<file path="src/rtl/adder_pkg.sv">
// Shared types and helpers for the chunked adder datapath.
//   state_e    : control states of the chunked adder FSM
//   clog2_min1 : ceil(log2(n)) clamped to at least one bit, for counter sizing
package adder_pkg;

  typedef enum logic [1:0] {
    ST_IDLE = 2'd0,
    ST_RUN  = 2'd1,
    ST_DONE = 2'd2
  } state_e;

  // Smallest w >= 1 with 2**w >= n.
  function automatic int unsigned clog2_min1(input int unsigned n);
    int unsigned w;
    w = 1;
    while ((64'd1 << w) < 64'(n)) w = w + 1;
    return w;
  endfunction

endpackage

</file>
<file path="src/rtl/chunk_add.sv">
// Combinational CHUNK-bit adder slice.
//   a, b  : chunk operands
//   ci    : carry into bit 0
//   s     : chunk sum
//   co    : carry out of the top bit
//   c_msb : carry into the top bit (signed-overflow detection)
module chunk_add #(
  parameter int unsigned CHUNK = 8
) (
  input  logic [CHUNK-1:0] a,
  input  logic [CHUNK-1:0] b,
  input  logic             ci,
  output logic [CHUNK-1:0] s,
  output logic             co,
  output logic             c_msb
);

  logic [CHUNK:0] full;

  // Carry into the MSB is recovered from the MSB sum bit, which also covers CHUNK == 1.
  always_comb begin
    full  = {1'b0, a} + {1'b0, b} + (CHUNK+1)'(ci);
    s     = full[CHUNK-1:0];
    co    = full[CHUNK];
    c_msb = a[CHUNK-1] ^ b[CHUNK-1] ^ full[CHUNK-1];
  end

endmodule

</file>
<file path="src/rtl/chunked_adder.sv">
// Multi-cycle adder/subtractor processing CHUNK bits per clock, LSB chunk first.
//   clk, rst             : clock, synchronous active-high reset
//   in_valid / in_ready  : operand handshake (a, b, cin, sub)
//   out_valid / out_ready: result handshake (sum, cout, ovf)
//   sub = 1 computes a - b (cin ignored); cout = 1 means no borrow
module chunked_adder
  import adder_pkg::*;
#(
  parameter int unsigned WIDTH = 32,
  parameter int unsigned CHUNK = 8
) (
  input  logic             clk,
  input  logic             rst,
  input  logic             in_valid,
  output logic             in_ready,
  input  logic [WIDTH-1:0] a,
  input  logic [WIDTH-1:0] b,
  input  logic             cin,
  input  logic             sub,
  output logic             out_valid,
  input  logic             out_ready,
  output logic [WIDTH-1:0] sum,
  output logic             cout,
  output logic             ovf
);

  localparam int unsigned CHUNK_SAFE = (CHUNK < 1) ? 1 : CHUNK;
  localparam int unsigned NCHUNK     = WIDTH / CHUNK_SAFE;
  localparam int unsigned CNT_W      = clog2_min1(NCHUNK);
  localparam logic [CNT_W-1:0] LAST  = CNT_W'(NCHUNK - 1);

  generate
    if ((CHUNK < 1) || ((WIDTH % CHUNK_SAFE) != 0)) begin : g_bad_param
      $error("chunked_adder: WIDTH must be a non-zero multiple of CHUNK");
    end
  endgenerate

  state_e             state_q, state_d;
  logic [WIDTH-1:0]   a_q, a_d;
  logic [WIDTH-1:0]   b_q, b_d;
  logic [WIDTH-1:0]   sum_q, sum_d;
  logic               carry_q, carry_d;
  logic [CNT_W-1:0]   cnt_q, cnt_d;
  logic               cout_q, cout_d;
  logic               ovf_q, ovf_d;

  logic [CHUNK-1:0]   ch_s;
  logic               ch_co;
  logic               ch_cmsb;

  chunk_add #(.CHUNK(CHUNK)) u_chunk (
    .a     (a_q[CHUNK-1:0]),
    .b     (b_q[CHUNK-1:0]),
    .ci    (carry_q),
    .s     (ch_s),
    .co    (ch_co),
    .c_msb (ch_cmsb)
  );

  // Handshake flags decode straight from state; in_ready is masked during reset.
  assign in_ready  = (state_q == ST_IDLE) && !rst;
  assign out_valid = (state_q == ST_DONE);
  assign sum       = sum_q;
  assign cout      = cout_q;
  assign ovf       = ovf_q;

  // Next-state and datapath update.
  always_comb begin
    state_d = state_q;
    a_d     = a_q;
    b_d     = b_q;
    sum_d   = sum_q;
    carry_d = carry_q;
    cnt_d   = cnt_q;
    cout_d  = cout_q;
    ovf_d   = ovf_q;
    unique case (state_q)
      ST_IDLE: begin
        if (in_valid && in_ready) begin
          a_d     = a;
          b_d     = sub ? ~b : b;
          carry_d = sub ? 1'b1 : cin;
          cnt_d   = '0;
          state_d = ST_RUN;
        end
      end
      ST_RUN: begin
        // New chunk enters sum at the top; after NCHUNK shifts it is fully aligned.
        sum_d                    = sum_q >> CHUNK;
        sum_d[WIDTH-1 -: CHUNK]  = ch_s;
        a_d                      = a_q >> CHUNK;
        b_d                      = b_q >> CHUNK;
        carry_d                  = ch_co;
        cnt_d                    = cnt_q + CNT_W'(1);
        if (cnt_q == LAST) begin
          cout_d  = ch_co;
          ovf_d   = ch_cmsb ^ ch_co;
          state_d = ST_DONE;
        end
      end
      ST_DONE: begin
        if (out_ready) state_d = ST_IDLE;
      end
      default: state_d = ST_IDLE;
    endcase
  end

  // State and datapath registers.
  always_ff @(posedge clk) begin
    if (rst) begin
      state_q <= ST_IDLE;
      a_q     <= '0;
      b_q     <= '0;
      sum_q   <= '0;
      carry_q <= 1'b0;
      cnt_q   <= '0;
      cout_q  <= 1'b0;
      ovf_q   <= 1'b0;
    end else begin
      state_q <= state_d;
      a_q     <= a_d;
      b_q     <= b_d;
      sum_q   <= sum_d;
      carry_q <= carry_d;
      cnt_q   <= cnt_d;
      cout_q  <= cout_d;
      ovf_q   <= ovf_d;
    end
  end

endmodule

</file>
<file path="config.mk">
export PLATFORM = sky130hd
export DESIGN_NAME = chunked_adder
export DESIGN_NICKNAME = d
export VERILOG_FILES = /design/src/rtl/adder_pkg.sv /design/src/rtl/chunk_add.sv /design/src/rtl/chunked_adder.sv
export SDC_FILE = /design/constraint.sdc
export NUM_CORES = 1
export LEC_CHECK = 0
export ABC_AREA = 1
export BUFFER_PORTS_ARGS = -buffer_cell sky130_fd_sc_hd__buf_2
export CORE_UTILIZATION = 50
export CTS_CLUSTER_DIAMETER = 50
export CTS_CLUSTER_SIZE = 10
export DETAILED_ROUTE_END_ITERATION = 10
export GPL_ROUTABILITY_DRIVEN = 0
export PLACE_DENSITY = 0.75
export SYNTH_ARGS = -nofsm -noshare
export SYNTH_HDL_FRONTEND = slang
export SYNTH_SLANG_ARGS = --single-unit
</file>
<file path="constraint.sdc">
create_clock -name clk -period 2.7 [get_ports clk]
set_clock_uncertainty 0.05 [all_clocks]
set_input_delay 0.135 -clock clk [delete_from_list [all_inputs] [get_ports clk]]
set_output_delay 0.135 -clock clk [all_outputs]
set_load 0.005 [all_outputs]
</file>
---- Yosys cells after proc, flatten, opt, wreduce, memory -nomap -nowiden ----
Index checks and enable logic that the tools add are counted.
Widths: inputs -> output; s select.
operators by class
  add/subtract/negate cells ............... 3
  mux-type cells .......................... 14
  reductions and logical operators ........ 8
  order comparisons ....................... 0
  multipliers ............................. 0
  divide/modulo/power cells ............... 0
  shift-type cells ........................ 0
  bitwise logic cells ..................... 4
  eq/ne operators ......................... 6
operator list
  kind                 count
  $pmux 32 s2          2
  $mux 32              3
  $not 32->32          1
  $add 8x8->9          1
  $add 9x1->9          1
  $mux 2               4
  $pmux 2 s3           1
  $eq 2x2->1 const B   2
  $ne 2x1->1 const B   2
  $pmux 2 s2           1
  $reduce_and 2->1     2
  $reduce_and 3->1     1
  $xor 1x1->1          3
  $add 2x1->2 const B  1
  $eq 2x1->1 const B   1
  $logic_and 1x1->1    2
  $logic_not 2->1      1
  $mux 1               2
  $ne 2x2->1 const B   1
  $pmux 1 s2           1
  $reduce_bool 2->1    1
  $logic_not 1->1      1
storage, ports and cells
  word-level logic and storage cells ...... 43
  RAM bits ................................ 0
  bits in registers ....................... 103
  bits in read-only memories .............. 0
  latch bits .............................. 0
  memories kept ........................... 0
  bits of input ports ..................... 70

---- Depth between registers and ports, before layout ----
  depth in word-level cells ............... 5
  gate-level depth with buffers ........... 11

---- Hierarchy ----
A second synthesis with hierarchy kept.
second synthesis, totals
  cells, all modules ...................... 757
  area, all modules ....................... 5012.3 µm²
by module, submodules not included
  module         area each (µm²)  times used  cells an instance  seq. area each (µm²)
  chunked_adder  4642.0           1           698                2062.0
  chunk_add      370.4            1           59                 0.0

---- Worst setup path after synthesis ----
No wires, ideal clock.
  kind .................................... register -> register
  start ................................... register a_q[0]
  end ..................................... register carry_q
  setup time .............................. 0.128 ns
  period minus slack after synthesis ...... 1.901 ns
  setup slack ............................. 0.799 ns
  arrival time ............................ 1.723 ns
  stages on the path, launching flop included .. 11
  cell sequence ........................... dfxtp_1 > fa_1 > fa_1 > nand2_1 > nand2_1 > nand2_1 > nor2_1 > nor2_1 > nor2_1 > nor2_1 > nor2_1
between the ends
  word-level cells in the longest chain between the ends .. 3
RTL lines
  item                    RTL line              source
  start, declared         chunked_adder.sv:39   logic [WIDTH-1:0] a_q, a_d;
  start signal, assigned  chunked_adder.sv:112  a_q <= '0;
  start signal, assigned  chunked_adder.sv:121  a_q <= a_d;
  $add 8x8->9             chunk_add.sv:22       full = {1'b0, a} + {1'b0, b} + (CHUNK+1)'(ci);
  $add 9x1->9             chunk_add.sv:22
  $pmux 1 s2              chunked_adder.sv:77   unique case (state_q)
  end signal, assigned    chunked_adder.sv:124  carry_q <= carry_d;
  end, declared           chunked_adder.sv:42   logic carry_q, carry_d;
Every way passes these cells.
A chain may end at the register's enable or synchronous reset.

---- Worst setup path after layout ----
Ends and elaborated chain as after synthesis.

==> impl_metrics.py <==
metrics = {
    "outcome": {
        "status": "complete, but fails checks",
        "violations": "hold timing",
    },
    "timing": {
        "final_max_slew_viol_count": 0,
        "slew_headroom_pct": 38.7,
        "tns_ns": 0,
        "hold_slack_ns": -0.00111,
        "fin_crit_sh_pct": 79.3,
        "setup_ws_ns": 0.559,
        "finalHoldViolCount": 1,
        "finalSetupViolCount": 0,
        "fmax_mhz": 467,
        "worst_pin_slew_ns": 0.919,
        "rsz0062_at_grt": "no",
        "min_period_ns": 2.14,
    },
    "min_path": {
        "hold_class": "in -> reg",
    },
    "clock_tree": {
        "root_buffer": "clkbuf_8",
        "clk_latency_ns": 0.37,
        "numCtsBuffers": 9,
        "cts_tree": "yes",
        "ctsHoldBuffers": 11,
        "cts_max_level": 3,
        "clkTransAtPathRegs_ns": 0.10,
        "post_cts_buffers": 0,
        "clock_path_buffers": 2,
        "numClockSinks": 103,
        "post_cts_resized": 0,
    },
    "route": {
        "wl_um": 10200,
        "vias": 4003,
        "antenna_left": 0,
        "wire_per_inst_um": 13.5,
        "avgViaCountPerCell": 5.28,
        "wl_met1_um": 4530,
        "drc": 0,
        "highest_layer": "met4",
        "dr.pass1.iters": 4,
        "wl_met3_um": 663,
        "wl_met2_um": 4850,
        "drt-initial-drc-count": 203,
    },
    "die": {
        "die_area_mm2": 0.00927,
        "die_x_um": 96.3,
        "core-area_mm2": 0.00868,
        "start_util_pct": 51.2,
        "die_h_um": 96.3,
        "ios": 106,
        "fp-row-count": 34,
    },
    "placement": {
        "dpl-instance-area_mm2": 0.00497,
        "dp_hpwl_um": 7230,
        "portBuffers": 105,
        "pre_cts_ws_ns": 0.559,
        "place_inst": 731,
    },
    "synthesis": {
        "synth_cell_types": 33,
        "synthesis.nets": 628,
        "ys_seq_area_share_pct": 46.4,
        "synth_cells": 548,
        "yosys_warnings": 0,
        "ys_ff_latch": 103,
        "avgSynthCellArea_um2": 8.11,
        "netlist_area_mm2": 0.00445,
    },
    "worst_setup_path": {
        "start_kind": "flip-flop",
        "critical_path_class": "reg -> reg",
        "end_kind": "flip-flop",
        "cp.arrival_ns": 2.34,
        "critPathRequiredTime_ns": 2.89,
        "crit_fanout": 5,
        "crit_chain": "fa_1 -> fa_1 -> nand2_1 -> nand2_1 -> nand2_1 -> nor2_1 -> nor2_1 -> nor2_1 -> nor2_1 -> nor2_1",
        "critPathTopFamily": "adder cells",
        "path_buf_inv": 0,
        "crit_path_frequent_cell": "nor2_1",
        "slowest_stage": "fa_1",
        "slowest_delay_ns": 0.46,
    },
    "cells_and_area": {
        "nets": 725,
        "fin_util_pct": 61.0,
        "drive_gt1_share_pct": 21.5,
        "area_growth_pct": 19.0,
        "layout_commonest_cell": "nand2_1",
        "instances_no_fill": 758,
        "fin_area_mm2": 0.00529,
        "num_antenna_cells": 0,
        "mostFrequentLayoutCells": "117 x nand2_1, 105 x buf_2, 103 x dfxtp_1, 48 x inv_1, 43 x nor2_1",
    },
    "pwr": {
        "power.density_mw_per_mm2": 619,
        "power.leakage_nw": 2.31,
        "ir_worst_vdd_mv": 0.269,
        "p_total_mw": 3.28,
    },
    "grt": {
        "grt_pass1_wl_um": 15600,
        "first_global_vias": 3367,
        "track_usage_pct": 21.9,
        "grt.overflow.total": 0,
        "antenna_found_initial": 0,
        "grt_max_degree": 39,
    },
    "flow_run": {
        "maxCapViolCount": 0,
    },
}
==> kinds of logic (layout without fill, tap and decap cells) <==
logic type	count (synthesis)	count (layout)	share of synthesized area, %
adder cells (fa/ha/maj)	10	10	3.15
AND/OR/NAND/NOR	198	198	18.4
flip-flops	103	103	46.4
XOR/XNOR	33	33	6.50
buffers and inverters	89	191	8.58
AO/OA/AOI/OAI	115	115	17.0
==> power by group <==
| part | internal [mW] | switching, mW |
|---|---|---|
| combinational | 0.223 | 0.335 |
| clock | 0.469 | 0.552 |
| sequential | 1.63 | 0.0660 |
==> worst paths after layout <==
kind	endpoint	slack, ns	depth (start not counted)	from
hold / removal	a_q[18]	-0.001	3	a[18]
setup / recovery	carry_q	0.56	10	a_q[0]
hold reg to reg	sum[6]	0.41	2	sum[6]
setup reg to reg	carry_q	0.56	10	a_q[0]
==> worst register-to-register path, stage by stage, from the launching register on <==
cell and delay (ns):
dfxtp_1 0.34, fa_1 0.46, fa_1 0.43, nand2_1 0.09, nand2_1 0.06, nand2_1 0.12, nor2_1 0.06, nor2_1 0.19
nor2_1 0.07, nor2_1 0.11, nor2_1 0.04
==> state kept, by name, summed over array words and instances, names as in the netlist <==
| signal | cells |
|---|---|
| state_q | 2 |
| ovf | 1 |
| cout | 1 |
| carry_q | 1 |
| a_q | 32 |
| cnt_q | 2 |
| b_q | 32 |
| sum | 32 |
==> routing by layer <==
layer  up-vias  GRT usage [%]
met4         0           6.50
met3        18           4.19
met5         -              0
li1       2030              -
met1      1820           29.4
met2       135           35.7
==> Yosys cell counts <==
cell type	count	share of area (%)
inv_1	48	4.1
nand2_1	117	9.9
ha_1	8	2.3
a21oi_1	17	1.9
clkbuf_1	12	1.0
a22oi_1	8	1.4
o22ai_1	19	2.7
or2_2	3	0.42
nor2_1	43	3.6
o31ai_1	4	0.68
o21ai_0	21	2.4
inv_4	1	0.14
nor2_4	2	0.51
nand4_1	1	0.14
dfxtp_1	103	46
buf_2	18	2.0
buf_4	4	0.68
a32o_1	1	0.23
xor2_1	18	3.5
nand2_2	1	0.14
inv_2	5	0.42
o221ai_1	25	4.9
o21ai_1	1	0.11
xnor2_1	15	3.0
fa_1	2	0.90
nand2_4	1	0.25
buf_6	1	0.25
a31oi_1	16	2.3
nand3_1	29	3.3
o211ai_1	1	0.17
o21a_1	1	0.17
nor2_2	1	0.14
o21bai_1	1	0.17
==> final cells by class <==
class	count	area (um2)
Tap cell	108	135
Multi-Input combinational cell	356	2000
Clock buffer	10	138
Inverter	54	205
Fill cell	791	3390
Clock inverter	6	76.3
Sequential cell	103	2060
Timing Repair Buffer	121	673
Power figures use the tool's default switching activity.
